===== config.mk =====
export PLATFORM = sky130hd
export DESIGN_NAME = rca_error_analyzer
export DESIGN_NICKNAME = d
export VERILOG_FILES = /design/src/rtl/rca_eval_pkg.sv /design/src/rtl/rca_error_analyzer_ed_calc.sv /design/src/rtl/rca_error_analyzer.sv
export SDC_FILE = /design/constraint.sdc
export NUM_CORES = 1
export LEC_CHECK = 0
export ABC_AREA = 1
export CAP_MARGIN = 20
export CELL_PAD_IN_SITES_DETAIL_PLACEMENT = 1
export CELL_PAD_IN_SITES_GLOBAL_PLACEMENT = 1
export CORE_MARGIN = 5
export CORE_UTILIZATION = 39
export DETAILED_ROUTE_END_ITERATION = 10
export HOLD_SLACK_MARGIN = 0.15
export MAX_ROUTING_LAYER = met4
export PLACE_DENSITY = 0.87
export SLEW_MARGIN = 20
export SYNTH_ARGS = -nofsm -noshare
export SYNTH_HDL_FRONTEND = slang
export SYNTH_HIERARCHICAL = 1
export SYNTH_SLANG_ARGS = --single-unit

===== constraint.sdc =====
create_clock -name clk -period 5.4 [get_ports clk]
set_input_delay 0.54 -clock clk [delete_from_list [all_inputs] [get_ports clk]]
set_output_delay 0.54 -clock clk [all_outputs]
set_load 0.02 [all_outputs]

===== src/rtl/rca_eval_pkg.sv =====
// ---------------------------------------------------------------------------
// rca_eval_pkg
// Shared types and width helpers for the approximate ripple-carry adder
// error analyzer.
//   state_t          : sweep controller states
//   vec_w(n, sc)     : vector counter width (A, B and optionally Cin)
//   sum_w(n, sc)     : accumulated error-distance width
//   DEF_N            : default operand width of the adder under test
// ---------------------------------------------------------------------------
package rca_eval_pkg;

   localparam int DEF_N = 8;

   typedef enum logic [1:0] {
      IDLE = 2'd0,
      RUN  = 2'd1,
      DONE = 2'd2
   } state_t;

   function automatic int vec_w(input int n, input int sweep_cin);
      return 2 * n + sweep_cin;
   endfunction

   // Worst case is every vector off by 2**(N+1)-1, i.e. roughly
   // 2**VEC_W * 2**(N+1), which fits in VEC_W + N + 1 bits.
   function automatic int sum_w(input int n, input int sweep_cin);
      return 3 * n + 1 + sweep_cin;
   endfunction

endpackage


===== src/rtl/rca_error_analyzer_ed_calc.sv =====
// ---------------------------------------------------------------------------
// ed_calc
// Combinational reference adder and error-distance calculator.
//   a, b, cin : operands currently applied to the adder under test
//   s         : (N+1)-bit sum returned by the adder under test
//   ed        : |exact - s|, unsigned, N+1 bits
//   mismatch  : high when s differs from the exact sum
// ---------------------------------------------------------------------------
module ed_calc #(
   parameter int N = 8
) (
   input  logic [N-1:0] a,
   input  logic [N-1:0] b,
   input  logic         cin,
   input  logic [N:0]   s,
   output logic [N:0]   ed,
   output logic         mismatch
);

   logic [N:0] exact;

   // N+1 bits hold A+B+Cin without overflow.
   assign exact    = {1'b0, a} + {1'b0, b} + {{N{1'b0}}, cin};
   assign ed       = (exact >= s) ? (exact - s) : (s - exact);
   assign mismatch = (exact != s);

endmodule


===== src/rtl/rca_error_analyzer.sv =====
// ---------------------------------------------------------------------------
// rca_error_analyzer
// Sweeps every (A, B, Cin) vector onto an external adder, compares the
// returned sum with the exact sum and accumulates error metrics.
//   clk, rst_n           : clock, asynchronous active-low reset
//   start                : begin a sweep (IDLE or DONE only)
//   pause                : freeze the sweep while in RUN
//   dut_a, dut_b, dut_cin: stimulus to the adder under test
//   dut_s                : sum returned by the adder (combinational path)
//   busy, done           : RUN / DONE status
//   err_cnt, ed_sum      : erroneous vector count, summed error distance
//   ed_max, worst_*      : max error distance and first vector reaching it
// ---------------------------------------------------------------------------
module rca_error_analyzer
   import rca_eval_pkg::*;
#(
   parameter  int N         = DEF_N,
   parameter  int SWEEP_CIN = 1,
   localparam int VEC_W     = vec_w(N, SWEEP_CIN),
   localparam int SUM_W     = sum_w(N, SWEEP_CIN)
) (
   input  logic             clk,
   input  logic             rst_n,
   input  logic             start,
   input  logic             pause,
   output logic [N-1:0]     dut_a,
   output logic [N-1:0]     dut_b,
   output logic             dut_cin,
   input  logic [N:0]       dut_s,
   output logic             busy,
   output logic             done,
   output logic [VEC_W:0]   err_cnt,
   output logic [SUM_W-1:0] ed_sum,
   output logic [N:0]       ed_max,
   output logic [N-1:0]     worst_a,
   output logic [N-1:0]     worst_b,
   output logic             worst_cin
);

   state_t           state, state_nxt;
   logic [VEC_W-1:0] v;
   logic             v_last;
   logic             clr;
   logic             smp;
   logic [N:0]       ed;
   logic             mismatch;

   // Vector layout, MSB first: A, B, then Cin in the LSB when swept.
   assign dut_a = v[VEC_W-1 -: N];
   assign dut_b = v[VEC_W-1-N -: N];

   generate
      if (SWEEP_CIN != 0) begin : g_cin
         assign dut_cin = v[0];
      end else begin : g_nocin
         assign dut_cin = 1'b0;
      end
   endgenerate

   assign v_last = &v;
   assign busy   = (state == RUN);
   assign done   = (state == DONE);

   ed_calc #(.N(N)) u_ed_calc (
      .a        (dut_a),
      .b        (dut_b),
      .cin      (dut_cin),
      .s        (dut_s),
      .ed       (ed),
      .mismatch (mismatch)
   );

   // Start edge only clears; the first sample happens on the following edge.
   always_comb begin
      state_nxt = state;
      clr       = 1'b0;
      smp       = 1'b0;
      case (state)
         IDLE, DONE: begin
            if (start) begin
               state_nxt = RUN;
               clr       = 1'b1;
            end
         end
         RUN: begin
            if (!pause) begin
               smp = 1'b1;
               if (v_last) state_nxt = DONE;
            end
         end
         default: state_nxt = IDLE;
      endcase
   end

   always_ff @(posedge clk or negedge rst_n) begin
      if (!rst_n) state <= IDLE;
      else        state <= state_nxt;
   end

   always_ff @(posedge clk or negedge rst_n) begin
      if (!rst_n) begin
         v         <= '0;
         err_cnt   <= '0;
         ed_sum    <= '0;
         ed_max    <= '0;
         worst_a   <= '0;
         worst_b   <= '0;
         worst_cin <= 1'b0;
      end else if (clr) begin
         v         <= '0;
         err_cnt   <= '0;
         ed_sum    <= '0;
         ed_max    <= '0;
         worst_a   <= '0;
         worst_b   <= '0;
         worst_cin <= 1'b0;
      end else if (smp) begin
         if (mismatch) begin
            err_cnt <= err_cnt + (VEC_W+1)'(1);
            ed_sum  <= ed_sum + SUM_W'(ed);
         end
         // Strict compare keeps the first vector that hit the maximum.
         if (ed > ed_max) begin
            ed_max    <= ed;
            worst_a   <= dut_a;
            worst_b   <= dut_b;
            worst_cin <= dut_cin;
         end
         // The all-ones vector is the last one; hold rather than wrap.
         if (!v_last) v <= v + VEC_W'(1);
      end
   end

endmodule


# --- Word-level counts from Yosys, hierarchy flattened ---
# Index checks and enable logic that the tools add are counted.
op_classes:
  order_cmp: 2
  n_reduce_logical: 10
  mux: 30
  n_addsub: 7
  n_eq_ne: 7
op_table:
  columns: ["op", "count"]
  rows:
  - ["2-to-1 mux 26 bit", 3]
  - ["2-to-1 mux 18 bit", 3]
  - ["2-to-1 mux 17 bit", 3]
  - ["2-to-1 mux 8 bit", 6]
  - ["2-to-1 mux 9 bit", 4]
  - ["adder 26 x 9 -> 26 bit", 1]
  - ["adder 18 x 1 -> 18 bit (second input constant)", 1]
  - ["subtractor 9 bit", 2]
  - ["adder 17 x 1 -> 17 bit (second input constant)", 1]
  - ["AND reduction 17 bit", 1]
  - ["adder 8 x 8 -> 9 bit", 1]
  - ["adder 9 x 1 -> 9 bit", 1]
  - ["greater-or-equal comparator 9 bit", 1]
  - ["> comparator 9 bit", 1]
  - ["!= test 9 bit", 1]
  - ["2-to-1 mux 1 bit", 7]
  - ["2-to-1 mux 2 bit", 3]
  - ["AND reduction 2 bit", 3]
  - ["nonzero test 2 bit", 3]
  - ["!= test 2 x 1 -> 1 bit (second input constant)", 2]
  - ["!= test 2 bit (second input constant)", 2]
  - ["one-hot mux 2 bit (2 select lines)", 1]
  - ["AND reduction 3 bit", 1]
  - ["equality test 2 x 1 -> 1 bit (second input constant)", 1]
  - ["other kinds (3)", 3]
word_totals:
  output_inout_bits: 89
  word_cells: 64
  in_bits: 13
  regBits: 89

# --- Logic depth before layout (Yosys ltp) ---
depth:
  ltp_word: 8
  mapped_depth: 30

# --- By module ---
# The synthesis kept the hierarchy.
by_module_without_submodules:
  columns: ["module", "n_inst", "seq_area_each_um2", "cells_per_inst", "area_per_inst_um2"]
  rows:
  - ["rca_error_analyzer", 1, 2227.1, 723, 5281.3]
  - ["ed_calc", 1, 0.0, 246, 1396.3]

# --- Worst setup path after synthesis ---
# No wires, ideal clock.
synth_path:
  kind: "reg-to-reg"
  startpoint: "register v[9]"
  endpoint: "register worst_a[2]"
  setup_slack_ns: 1.445
  path_stages_with_launch: 30
  arrival_ns: 3.837
  setup_time_ns: 0.118
  synth_period_minus_slack_ns: 3.955
  path_cell_list: "dfrtp_1 -> fa_1 -> inv_1 -> fa_1 -> inv_1 -> nand3_1 -> nand2_1 -> xor2_1 -> inv_1 -> ha_1 -> buf_6 -> nand2_4 -> nor2_1 -> nand2_1 -> nand3_2 -> a21oi_2 -> nand2_1 -> nand2_1 -> ha_1 -> nand2_1 -> inv_1 -> nand2_1 -> nand3_1 -> nand2_1 -> nand2_1 -> nand2_4 -> clkinv_2 -> buf_6 -> nand2_1 -> nand2_1"
synth_between:
  elab_chain_cells: 7
  elab_cells_between_ends: 9
  cone_classes: "add/sub (4); order compare (2); mux (1); reduce/logical (2)"
synth_rtl:
  columns: ["element", "line_no", "source"]
  rows:
  - ["start, declared", "rca_error_analyzer.sv:41", "logic [VEC_W-1:0] v;"]
  - ["start signal, assigned", "rca_error_analyzer.sv:130", "if (!v_last) v <= v + VEC_W'(1);"]
  - ["adder 8 x 8 -> 9 bit *", "rca_error_analyzer_ed_calc.sv:23", "assign exact = {1'b0, a} + {1'b0, b} + {{N{1'b0}}, cin};"]
  - ["adder 9 x 1 -> 9 bit *", "rca_error_analyzer_ed_calc.sv:23", null]
  - ["subtractor 9 bit / greater-or-equal comparator 9 bit (equally long branches)", "rca_error_analyzer_ed_calc.sv:24", "assign ed = (exact >= s) ? (exact - s) : (s - exact);"]
  - ["2-to-1 mux 9 bit *", "rca_error_analyzer_ed_calc.sv:24", null]
  - ["net ed[4]", "rca_error_analyzer.sv:45", "logic [N:0] ed;"]
  - ["> comparator 9 bit *", "rca_error_analyzer.sv:123", "if (ed > ed_max) begin"]
  - ["nonzero test 2 bit (no line) *", null, null]
  - ["AND reduction 2 bit (no line) *", null, null]
  - ["end signal, assigned", "rca_error_analyzer.sv:125", "worst_a <= dut_a;"]
  - ["end, declared", "rca_error_analyzer.sv:35", "output logic [N-1:0] worst_a,"]
# Mark *: on every way through the listed nets, which the timed path passes. The rest lies on a longest branch.
# A chain may end at the register's enable or synchronous reset.

# --- Worst setup path after layout ---
layout_path:
  startpoint: "register v[9]"
  endpoint: "register worst_a[0]"
# Same word-level chain as after synthesis.

==> results <==
- The flow ran to the end, and the final reports show no timing, DRC or antenna violations.
- The repair_antennas step left the layout with diodes totalling 0.
- The library cells used most frequently in the layout, excluding fill and tap cells, are sky130_fd_sc_hd__nand2_1, sky130_fd_sc_hd__inv_1, sky130_fd_sc_hd__clkdlybuf4s50_1.
- The total count of hold-check failures in the final report came to 0.
- Yosys mapped a number of flops with a built-in enable equal to 0.
- The overall die area is 19800 µm².
- The tree built by TritonCTS fans out to 89 sinks.
- The iteration-0 DRC count of the detailed router is 258.
- Dividing the final minimum period by the clock period gives 0.920.
- The clock tree from TritonCTS is done.
- The sequential standard cell area is 2230 µm².
- The buffer levels on the longest clock path is 2.
- The max-cap violation count is 0.
- The overall routed net length is 21500 µm.
- The signed area change from the synthesized netlist to the final layout is 23.4%.
- The placed standard-cell area is 7900 µm².
- Dividing the detail-routed wire length by the instance count gives 16.6 µm.
- The worst-case IR drop observed on VDD is 275 µV.
- The data arrival time of the worst path is 5.20 ns.
- The number of synthesized register bits is 89.
- For the pin with the worst max-slew slack, the measured transition is 0.757 ns.
- The clock input transition at the sequential cells of the worst setup and hold paths is 0.07 ns.
- The worst pin sits at a relative slew slack of 0.495.
- The largest fanout on the critical path is 27.
- For the final routed database, the setup TNS stands at 0 ns.
- The multi-input combinational cells in the finished layout cover a total of 3800 µm².
- Clock latency on the worst-skew pair, taken at its later pin, is 0.35 ns.
- The pin count of the biggest net entering global routing is 74.
- The number of cells produced by synthesis is 969.
- The number of clock buffers added by TritonCTS is 9.
- The residual overflow from global routing is 0.
- Among all flip-flop cells after synthesis, the most frequent one is sky130_fd_sc_hd__dfrtp_1.
- The critical path is of the reg -> reg type.
- In the synthesized netlist the async set-or-reset flop fraction comes to 1.00.
- The post-detailed-route DRC marker count is 0.
- The number of global-route vias before repair is 6966.
- For flop-to-flop paths, the worst setup slack is 0.43 ns.
- The boundary pin count is 102.
- The proportion of layout cells with a drive suffix above 1 is 0.0585.
- The die is 141 µm wide.
- The part of the Yosys area used for sequential elements is 0.334.
- For the worst setup path, the data required time is 5.63 ns.
- Setup repair after global routing left no endpoint under its margin.
- The synthesized cell area is 6680 µm².
- The final number of setup-violating endpoints is 0.
- The cell chosen for the clock root is sky130_fd_sc_hd__clkbuf_16.
- The final layout net count is 1136.
- The initial utilization of the core area, before any placement, comes to 0.400.
- Counting I/O delays and the setup requirement, the final critical path takes 4.97 ns.
- Across every metal layer, demand over resource in global routing totals 0.229.
- At the end of routability-driven placement, the weighted congestion stood at 0.930.
- Fill cells in the final layout number 2194.
- The half-perimeter wire length after placement is 16400 µm.
- After clock tree synthesis, the setup repair step added 0 buffers.
- For this run, the slowest stage of the critical path takes 0.47 ns.
- The worst setup path is captured at a flip-flop.
- On the final layout, the worst clock skew is 0.00621 ns.
- The count of pins over their slew limit is 0.
- At the end of the flow the core is filled with cells to 0.493.
- The min-delay analysis places its worst path in the category reg -> reg.
- During synthesis, Yosys emitted a total of 6 warnings.
- In this run, post-CTS repair resized a total of 0 instances.
- A synthesized cell averages 6.89 µm².
- The number of rows created at floorplan is 47.
- Based on the critical path, the design can be clocked at up to 201 MHz.
- The most common cell after layout, fill and taps aside is sky130_fd_sc_hd__nand2_1.
- The first detailed-routing pass ran for 4 iterations.
- By instance count, the cell type seen most on the critical path is sky130_fd_sc_hd__nand2_1.
- The number of vias in the routed layout is 6733.
- Buffers placed on the I/O ports in this run total 101.
- Buffers inserted to repair hold after CTS numbered 1.
- The final antenna-violating net count is 0.
- The count of H-tree levels built during CTS is 3.
- After routing the design area is 8240 µm².
- The wire length of the first global-routing pass is 35900 µm.
- The number of antenna violations at the first check in global routing is 0.
- After detailed routing, the number of vias per cell comes to 5.19.
- The number of nets handed over by synthesis was 1032.
- The overall die height is 141 µm.
- The static leakage is 4.27 nW.
- The area of the core is 16700 µm².
- The slowest cell on the critical path is sky130_fd_sc_hd__dfrtp_1.
- The number of distinct library cell variants in the gate-level netlist after synthesis is 43.
- Power spread over the standard cell area amounts to 501 nW/µm².
- The nature of the critical path startpoint is a flip-flop.
[registers in the layout, summed over array words and instances (netlist names)]
| signal | flops |
|---|---|
| worst_b | 8 |
| state | 2 |
| v | 17 |
| ed_max | 9 |
| ed_sum | 26 |
| err_cnt | 18 |
| worst_a | 8 |
| worst_cin | 1 |
[cells in the mapped netlist (2+ instances only)]
library cell | instances | area share
sky130_fd_sc_hd__a21oi_1 | 56 | 0.042
sky130_fd_sc_hd__a22o_1 | 4 | 0.0052
sky130_fd_sc_hd__buf_2 | 12 | 0.0090
sky130_fd_sc_hd__buf_6 | 6 | 0.010
sky130_fd_sc_hd__dfrtp_1 | 89 | 0.33
sky130_fd_sc_hd__fa_1 | 5 | 0.015
sky130_fd_sc_hd__ha_1 | 45 | 0.084
sky130_fd_sc_hd__inv_1 | 127 | 0.071
sky130_fd_sc_hd__inv_2 | 7 | 0.0039
sky130_fd_sc_hd__nand2_1 | 314 | 0.18
sky130_fd_sc_hd__nand2_2 | 6 | 0.0056
sky130_fd_sc_hd__nand2_4 | 5 | 0.0084
sky130_fd_sc_hd__nand3_1 | 85 | 0.064
sky130_fd_sc_hd__nand3_2 | 2 | 0.0030
sky130_fd_sc_hd__nand3b_1 | 2 | 0.0022
sky130_fd_sc_hd__nand4_1 | 26 | 0.024
sky130_fd_sc_hd__nor2_1 | 91 | 0.051
sky130_fd_sc_hd__nor2_2 | 3 | 0.0028
sky130_fd_sc_hd__nor2_4 | 3 | 0.0051
sky130_fd_sc_hd__nor3_1 | 10 | 0.0075
sky130_fd_sc_hd__nor3_2 | 2 | 0.0030
sky130_fd_sc_hd__o21ai_0 | 28 | 0.021
sky130_fd_sc_hd__o21ai_1 | 2 | 0.0015
sky130_fd_sc_hd__o31ai_1 | 2 | 0.0022
sky130_fd_sc_hd__or2_2 | 3 | 0.0028
sky130_fd_sc_hd__xnor2_1 | 4 | 0.0052
sky130_fd_sc_hd__xor2_1 | 14 | 0.018
[layer usage]
layer  up-vias  global-route usage  wire (µm)
met5         -                   -          0
met4         0              0.0663        442
met3        35              0.0284        675
met2       128               0.375      10400
met1      3270               0.299       9990
li1       3300                   -          -
[cells by family after synthesis]
| group | synth area share |
|---|---|
| adders and majority gates | 0.0993 |
| buffers and inverters | 0.0974 |
| and+or+nand+nor | 0.362 |
| AOI/OAI and AO/OA | 0.0843 |
| DFF | 0.334 |
| xor gates and xnor gates | 0.0236 |
[stage by stage]
step / hold WS [ns] / instances / power, W / setup slack [ns]
6_report: 0.519 / 1297 / 0.00413 / 0.431
5_1_grt: 0.546 / 1297 / 0.00448 / 0.00320
4_1_cts: 0.519 / 1296 / 0.00415 / 0.436
3_5_place_dp: 0.419 / 1280 / 0.00346 / 0.479
3_3_place_gp: 0.417 / 1280 / 0.00338 / 0.680
2_1_floorplan: 0.244 / 969 / 0.00262 / 1.45
[area by class of cell]
type,instances,area share
repair buffers,113,0.136
inverters,136,0.0621
multi-input cells,724,0.461
clock buffers,10,0.0290
flip-flops and latches,89,0.270
clock inverters,5,0.00775
well taps,220,0.0334
[path summary, 6_finish.rpt]
path | from | to | cells after the start
setup / recovery | v[9]$_DFFE_PN0P_ | worst_a[0]$_DFFE_PN0P_ | 26
hold / removal | worst_a[1]$_DFFE_PN0P_ | worst_a[1]$_DFFE_PN0P_ | 2
setup reg to reg | v[9]$_DFFE_PN0P_ | worst_a[0]$_DFFE_PN0P_ | 26
hold reg to reg | worst_a[1]$_DFFE_PN0P_ | worst_a[1]$_DFFE_PN0P_ | 2
max in group asynchronous | rst_n | err_cnt[13]$_DFFE_PN0P_ | 4
min in group asynchronous | rst_n | ed_sum[8]$_DFFE_PN0P_ | 2
[power by group]
part	switching (W)	internal, W
clock	0.000293	0.000374
combinational	0.00153	0.000907
sequential	0.000198	0.000827
[worst max-delay path: cells and delay by family (launching register included)]
kind                     cells  cell delay (ns)
XOR/XNOR                     1             0.17
flip-flops                   1             0.47
AO/OA/AOI/OAI                3             0.59
adder cells (fa/ha/maj)      4             1.34
buffers and inverters        4             0.63
AND/OR/NAND/NOR             14             1.64
(Power assumes the default switching activity.)
